$ cat src/rtl/level_shifter_seq_ctrl.sv
// Power sequencer for the DAC-path level shifter: VCC_LOW, then VCC_HIGH, then ISO_N release; reverse order to power down.
// Optional macro LS_SEQ_FAULT_EN adds the supply-good timeout / rail-loss FAULT state.
module level_shifter_seq_ctrl #(
    parameter int CNT_W   = 8,
    parameter int T_LOW   = 16,
    parameter int T_HIGH  = 16,
    parameter int T_ISO   = 4,
    parameter int TIMEOUT = 255
) (
    input  logic       CLK,
    input  logic       RST,
    input  logic       PWR_REQ,
    input  logic       VCC_LOW_OK,
    input  logic       VCC_HIGH_OK,
    input  logic       FAULT_CLR,
    output logic       VCC_LOW_EN,
    output logic       VCC_HIGH_EN,
    output logic       ISO_N,
    output logic       LS_READY,
    output logic       BUSY,
    output logic       FAULT,
    output logic [3:0] STATE
);

    typedef enum logic [3:0] {
        S_OFF     = 4'd0,
        S_LOW_UP  = 4'd1,
        S_HIGH_UP = 4'd2,
        S_RELEASE = 4'd3,
        S_ON      = 4'd4,
        S_ISOLATE = 4'd5,
        S_HIGH_DN = 4'd6,
        S_LOW_DN  = 4'd7,
        S_FAULT   = 4'd8
    } state_t;

    localparam logic [CNT_W-1:0] LOW_LAST  = CNT_W'(T_LOW - 1);
    localparam logic [CNT_W-1:0] HIGH_LAST = CNT_W'(T_HIGH - 1);
    localparam logic [CNT_W-1:0] ISO_LAST  = CNT_W'(T_ISO - 1);
    localparam logic [CNT_W-1:0] CNT_MAX   = {CNT_W{1'b1}};

    state_t           state_q, state_d;
    logic [CNT_W-1:0] cnt_q, cnt_d;
    logic [1:0]       low_sync_q, high_sync_q;
    logic             low_ok, high_ok;
    logic             low_en_q, high_en_q, iso_n_q, ready_q, busy_q;

    assign low_ok  = low_sync_q[1];
    assign high_ok = high_sync_q[1];

    always_ff @(posedge CLK or posedge RST) begin
        if (RST) begin
            low_sync_q  <= 2'b00;
            high_sync_q <= 2'b00;
        end else begin
            low_sync_q  <= {low_sync_q[0], VCC_LOW_OK};
            high_sync_q <= {high_sync_q[0], VCC_HIGH_OK};
        end
    end

`ifdef LS_SEQ_FAULT_EN
    localparam logic [CNT_W-1:0] TO_LAST = CNT_W'(TIMEOUT);
    logic fault_q;
`else
    logic [CNT_W-1:0] unused_timeout;
    logic             unused_fault_clr;
    assign unused_timeout   = CNT_W'(TIMEOUT);
    assign unused_fault_clr = FAULT_CLR;
`endif

    // Later assignments in each arm override earlier ones, so fault checks win over abort, abort over advance.
    always_comb begin
        state_d = state_q;
        case (state_q)
            S_OFF: if (PWR_REQ) state_d = S_LOW_UP;
            S_LOW_UP: begin
                if (!PWR_REQ) state_d = S_LOW_DN;
                else if (cnt_q >= LOW_LAST && low_ok) state_d = S_HIGH_UP;
`ifdef LS_SEQ_FAULT_EN
                if (cnt_q == TO_LAST && !low_ok) state_d = S_FAULT;
`endif
            end
            S_HIGH_UP: begin
                if (!PWR_REQ) state_d = S_HIGH_DN;
                else if (cnt_q >= HIGH_LAST && high_ok) state_d = S_RELEASE;
`ifdef LS_SEQ_FAULT_EN
                if (cnt_q == TO_LAST && !high_ok) state_d = S_FAULT;
`endif
            end
            S_RELEASE: begin
                if (!PWR_REQ) state_d = S_ISOLATE;
                else if (cnt_q >= ISO_LAST) state_d = S_ON;
            end
            S_ON: begin
                if (!PWR_REQ) state_d = S_ISOLATE;
`ifdef LS_SEQ_FAULT_EN
                if (!low_ok || !high_ok) state_d = S_FAULT;
`endif
            end
            S_ISOLATE: if (cnt_q >= ISO_LAST) state_d = S_HIGH_DN;
            S_HIGH_DN: if (cnt_q >= HIGH_LAST) state_d = S_LOW_DN;
            S_LOW_DN:  if (cnt_q >= LOW_LAST) state_d = S_OFF;
`ifdef LS_SEQ_FAULT_EN
            S_FAULT:   if (FAULT_CLR && !PWR_REQ) state_d = S_OFF;
`endif
            default:   state_d = S_OFF;
        endcase
    end

    always_comb begin
        if (state_d != state_q) cnt_d = '0;
        else if (cnt_q == CNT_MAX) cnt_d = cnt_q;
        else cnt_d = cnt_q + 1'b1;
    end

    // Outputs are decoded from the next state so they switch on the same edge as STATE.
    always_ff @(posedge CLK or posedge RST) begin
        if (RST) begin
            state_q   <= S_OFF;
            cnt_q     <= '0;
            low_en_q  <= 1'b0;
            high_en_q <= 1'b0;
            iso_n_q   <= 1'b0;
            ready_q   <= 1'b0;
            busy_q    <= 1'b0;
`ifdef LS_SEQ_FAULT_EN
            fault_q   <= 1'b0;
`endif
        end else begin
            state_q   <= state_d;
            cnt_q     <= cnt_d;
            low_en_q  <= state_d inside {S_LOW_UP, S_HIGH_UP, S_RELEASE, S_ON, S_ISOLATE, S_HIGH_DN};
            high_en_q <= state_d inside {S_HIGH_UP, S_RELEASE, S_ON, S_ISOLATE};
            iso_n_q   <= state_d inside {S_RELEASE, S_ON};
            ready_q   <= (state_d == S_ON);
            busy_q    <= !(state_d inside {S_OFF, S_ON, S_FAULT});
`ifdef LS_SEQ_FAULT_EN
            fault_q   <= (state_d == S_FAULT);
`endif
        end
    end

    assign VCC_LOW_EN  = low_en_q;
    assign VCC_HIGH_EN = high_en_q;
    assign ISO_N       = iso_n_q;
    assign LS_READY    = ready_q;
    assign BUSY        = busy_q;
    assign STATE       = state_q;
`ifdef LS_SEQ_FAULT_EN
    assign FAULT       = fault_q;
`else
    assign FAULT       = 1'b0;
`endif

endmodule

$ cat config.mk
export PLATFORM = sky130hd
export DESIGN_NAME = level_shifter_seq_ctrl
export DESIGN_NICKNAME = d
export VERILOG_FILES = /design/src/rtl/level_shifter_seq_ctrl.sv
export SDC_FILE = /design/constraint.sdc
export NUM_CORES = 1
export LEC_CHECK = 0
export ABC_AREA = 0
export CAP_MARGIN = 25
export CORE_AREA = 2 2 47 49
export DETAILED_ROUTE_END_ITERATION = 8
export DIE_AREA = 0 0 49 51
export DONT_BUFFER_PORTS = 1
export GPL_TIMING_DRIVEN = 0
export PLACE_DENSITY = 0.67
export SETUP_SLACK_MARGIN = 0.5
export SYNTH_ARGS = -nofsm -noshare
export SYNTH_HDL_FRONTEND = slang
export SYNTH_SLANG_ARGS = --single-unit
$ cat constraint.sdc
create_clock -name CLK -period 4.5 [get_ports CLK]
set_clock_uncertainty 0.1 [all_clocks]
set_input_delay 1.35 -clock CLK [delete_from_list [all_inputs] [get_ports CLK]]
set_output_delay 1.35 -clock CLK [all_outputs]
set_load 0.05 [all_outputs]
==> key figures <==
Clock network
  • Clk buf depth: 2
  • CTS root buf: clkbuf_4
  • CTS sink cnt: 21
  • Clock-pin slew on the worst setup and hold paths: between 0.1 and 0.15 ns
  • Hold Buf Count CTS: 0
  • TritonCTS clock tree: built
  • CTS Buf Count: 3
  • H-Tree Depth: 1
  • Postcts setup bufs: 0
  • Clk Latency, worst-skew pair: ~0.30 ns
  • Post-CTS resize count: 0

Place
  • DP Wirelength: around 1.3 mm
  • Port buffer count: 0
  • Final Wtd Congestion: between 0.9 and 1

Logic synthesis
  • Post-Syn Area: around 0.0010 sq mm
  • Cells after Synth: about 100
  • Syn_area_per_cell: between 10 and 15 sq um
  • Sequential share of the synthesized area: about half
  • Top cell type by total area after synthesis: dfrtp_1
  • Yosys warns: 0
  • #FFs+latches synth: 21
  • Netlist cell types: 38
  • Cells taking the most area after synthesis: dfrtp_1, nand3_1, mux2i_1
  • Share of the synthesized area in the top cell type: between 50% and 60%

Final layout
  • Area delta synth->final: 6.35%
  • Final net count: 114
  • Fillers: 180
  • Fin util: between 50 and 60%
  • N_diodes: 0
  • Multi-input logic area: between 400 and 500 sq um
  • Layout cells sized above 1: around 16%
  • Sequential Area: roughly 530 sq um

Global route
  • Pin count of the biggest net entering global routing: 22
  • Vias in the first global route: 740
  • Tot GR Track Use: 17.5%
  • First-pass GRT wire length: 3.27 mm
  • Total gr overflow: 0
  • Antenna violations before repair: 0

Die
  • Initial Util: between 50% and 60%
  • Die width: between 40 and 50 um
  • Ports: 16
  • Die Height: slightly above 50 um
  • Row count: 17
  • Die ar.: about 0.0025 sq mm
  • Core ar.: ~0.0021 sq mm

STA
  • Relative slew slack: a little under half
  • Setup TNS: 0 ns
  • RSZ-0062 raised after global routing: no
  • Final Hold Fails: 0
  • Max-slew violation count: 0
  • Final period util: between 50 and 60%
  • Setup-failing EPs final: 0
  • Worst Tran Pin Value: 0.805 ns
  • Min Tclk post-route: between 2 and 3 ns
  • WHS: roughly 0.25 ns
  • Max Fclk: 0.386 GHz

Hold path
  • Hold wc startpoint: low_sync_q[0]
  • Hold Path Cell Cnt: 0
  • Hold crit path type: reg -> reg

Critical path
  • Crit path DAT: 2.69 ns
  • CP max-delay cell: nor4_1
  • Largest stage delay on the critical path: about 0.53 ns
  • Crit start category: flip-flop
  • Worst Path Max Fanout: 8
  • CP Depth: 6
  • Required time of the critical path: 4.60 ns
  • Worst R2R Path Depth: 6
  • Delay-heaviest family, CP: compound AO/OA/AOI/OAI gates
  • Critical Setup Path Class: reg -> reg
  • CP Cell Sequence: nor4_1 -> nand2_1 -> a31oi_1 -> nor3_1 -> a31oi_1 -> mux2_4
  • Worst setup path start: cnt_q[4]
  • CP bufs+invs: 0
  • Setup crit end kind: flip-flop
  • RR Startpoint: cnt_q[4]
  • Most frequent cell on the critical path: a31oi_1

Detailed routing
  • Residual DRC: 0
  • Antenna viol nets, final: 0
  • DRT iter0 DRCs: 17
  • Routed Wire Length: about 1.8 mm
  • Wirelength per Cell: between 10 and 15 um
  • Routed via count: around 740
  • DR vias/cell: roughly 5.5
  • Initial DRT Pass Iterations: 4

Power and ir drop
  • Tot Pwr: 591 uW
  • Maximum vdd drop: about 0.00044 V
  • Pwr Density: 533 mW/mm^2
  • P_leak: around 0.00051 uW

Job
  • Max Cap Viol: 0

Outcome
  • Status: finished, final reports clean
[synthesized netlist by cell type]
cell type and n:
a2111o_1 1, a211oi_1 2, a21boi_0 1, a21oi_1 2
a31oi_1 4, and2_1 1, and3_1 2, and3_2 1
buf_2 3, buf_4 1, buf_6 1, conb_1 1
dfrtp_1 21, ha_1 1, inv_1 3, mux2_4 1
mux2i_1 3, nand2_1 6, nand2b_1 2, nand3_1 7
nand4_1 1, nor2_1 8, nor2_2 1, nor2b_1 2
nor3_1 3, nor3b_1 1, nor4_1 3, o2111a_1 1
o211ai_1 1, o21ai_0 4, o21ba_2 1, o221ai_1 1
or2_4 1, or3b_1 1, or3b_2 1, or4_4 2
xnor2_1 3, xor2_1 2
[registers in the layout, summed over array words and instances (netlist names)]
register     cells
BUSY             1
STATE            4
ISO_N            1
VCC_LOW_EN       1
VCC_HIGH_EN      1
cnt_q            8
LS_READY         1
high_sync_q      2
low_sync_q       2
[final timing paths]
path	end	slack, ns
max	VCC_LOW_EN	1.91
max reg2reg	VCC_LOW_EN	1.91
min	low_sync_q[1]	0.25
max in group asynchronous	STATE[3]	2.83
min in group asynchronous	low_sync_q[1]	0.97
min reg2reg	low_sync_q[1]	0.25
[stage by stage]
| step | area, sq um | std cells | worst slack, ns |
|---|---|---|---|
| after CTS | 1110 | 134 | 1.91 |
| final | 1110 | 134 | 1.91 |
| after detailed placement | 1080 | 130 | 1.62 |
| after floorplan | 1050 | 102 | 1.70 |
| after global routing | 1110 | 134 | 1.68 |
| after global placement | 1080 | 130 | 1.65 |
[cell type report]
| class | instances | share of cell area (%) |
|---|---|---|
| sequential | 21 | 47.4 |
| multi-input combinational | 73 | 43.0 |
| tap | 28 | 3.16 |
| buffer | 5 | 3.04 |
| clock buffer | 3 | 2.03 |
| inverter | 3 | 1.01 |
| clock inverter | 1 | 0.451 |
[per-layer routing]
metal	GRT usage (%)	part of all wire [%]
met1	22.7	47
met2	27.2	46
met3	3.51	4.7
met4	11.0	2.3
met5	0	0
[cell usage in the layout (no fill, tap or decap), drive strengths merged]
cell type / synthesis / final
dfrtp: 21 / 21
nor2: 9 / 9
nand3: 7 / 7
nand2: 6 / 6
buf: 5 / 5
a31oi: 4 / 4
o21ai: 4 / 4
inv: 3 / 3
nor4: 3 / 3
xnor2: 3 / 3
nor3: 3 / 3
mux2i: 3 / 3
clkbuf: 0 / 3
and3: 3 / 3
conb: 1 / 2
or4: 2 / 2
a21oi: 2 / 2
nand2b: 2 / 2
a211oi: 2 / 2
xor2: 2 / 2
nor2b: 2 / 2
or3b: 2 / 2
and2: 1 / 1
o21ba: 1 / 1
nand4: 1 / 1
o211ai: 1 / 1
a2111o: 1 / 1
o2111a: 1 / 1
nor3b: 1 / 1
a21boi: 1 / 1
o221ai: 1 / 1
or2: 1 / 1
mux2: 1 / 1
ha: 1 / 1
clkinv: 0 / 1
[report_power, final]
group          internal [uW]  switching [uW]  total (uW)
sequential               223             128         351
combinational           70.9            79.7         151
clock                   33.2            56.3        89.5
[kinds of logic after synthesis]
logic type / after synthesis / share of synthesized area [%]
buf+inv: 8 / 4.32
fa+ha+maj: 1 / 1.20
flops: 21 / 50.4
mux: 4 / 4.32
simple gates: 43 / 23.1
compound gates: 18 / 12.1
xor+xnor: 5 / 4.20
other cells: 1 / 0.359
Power figures use the tool's default switching activity.
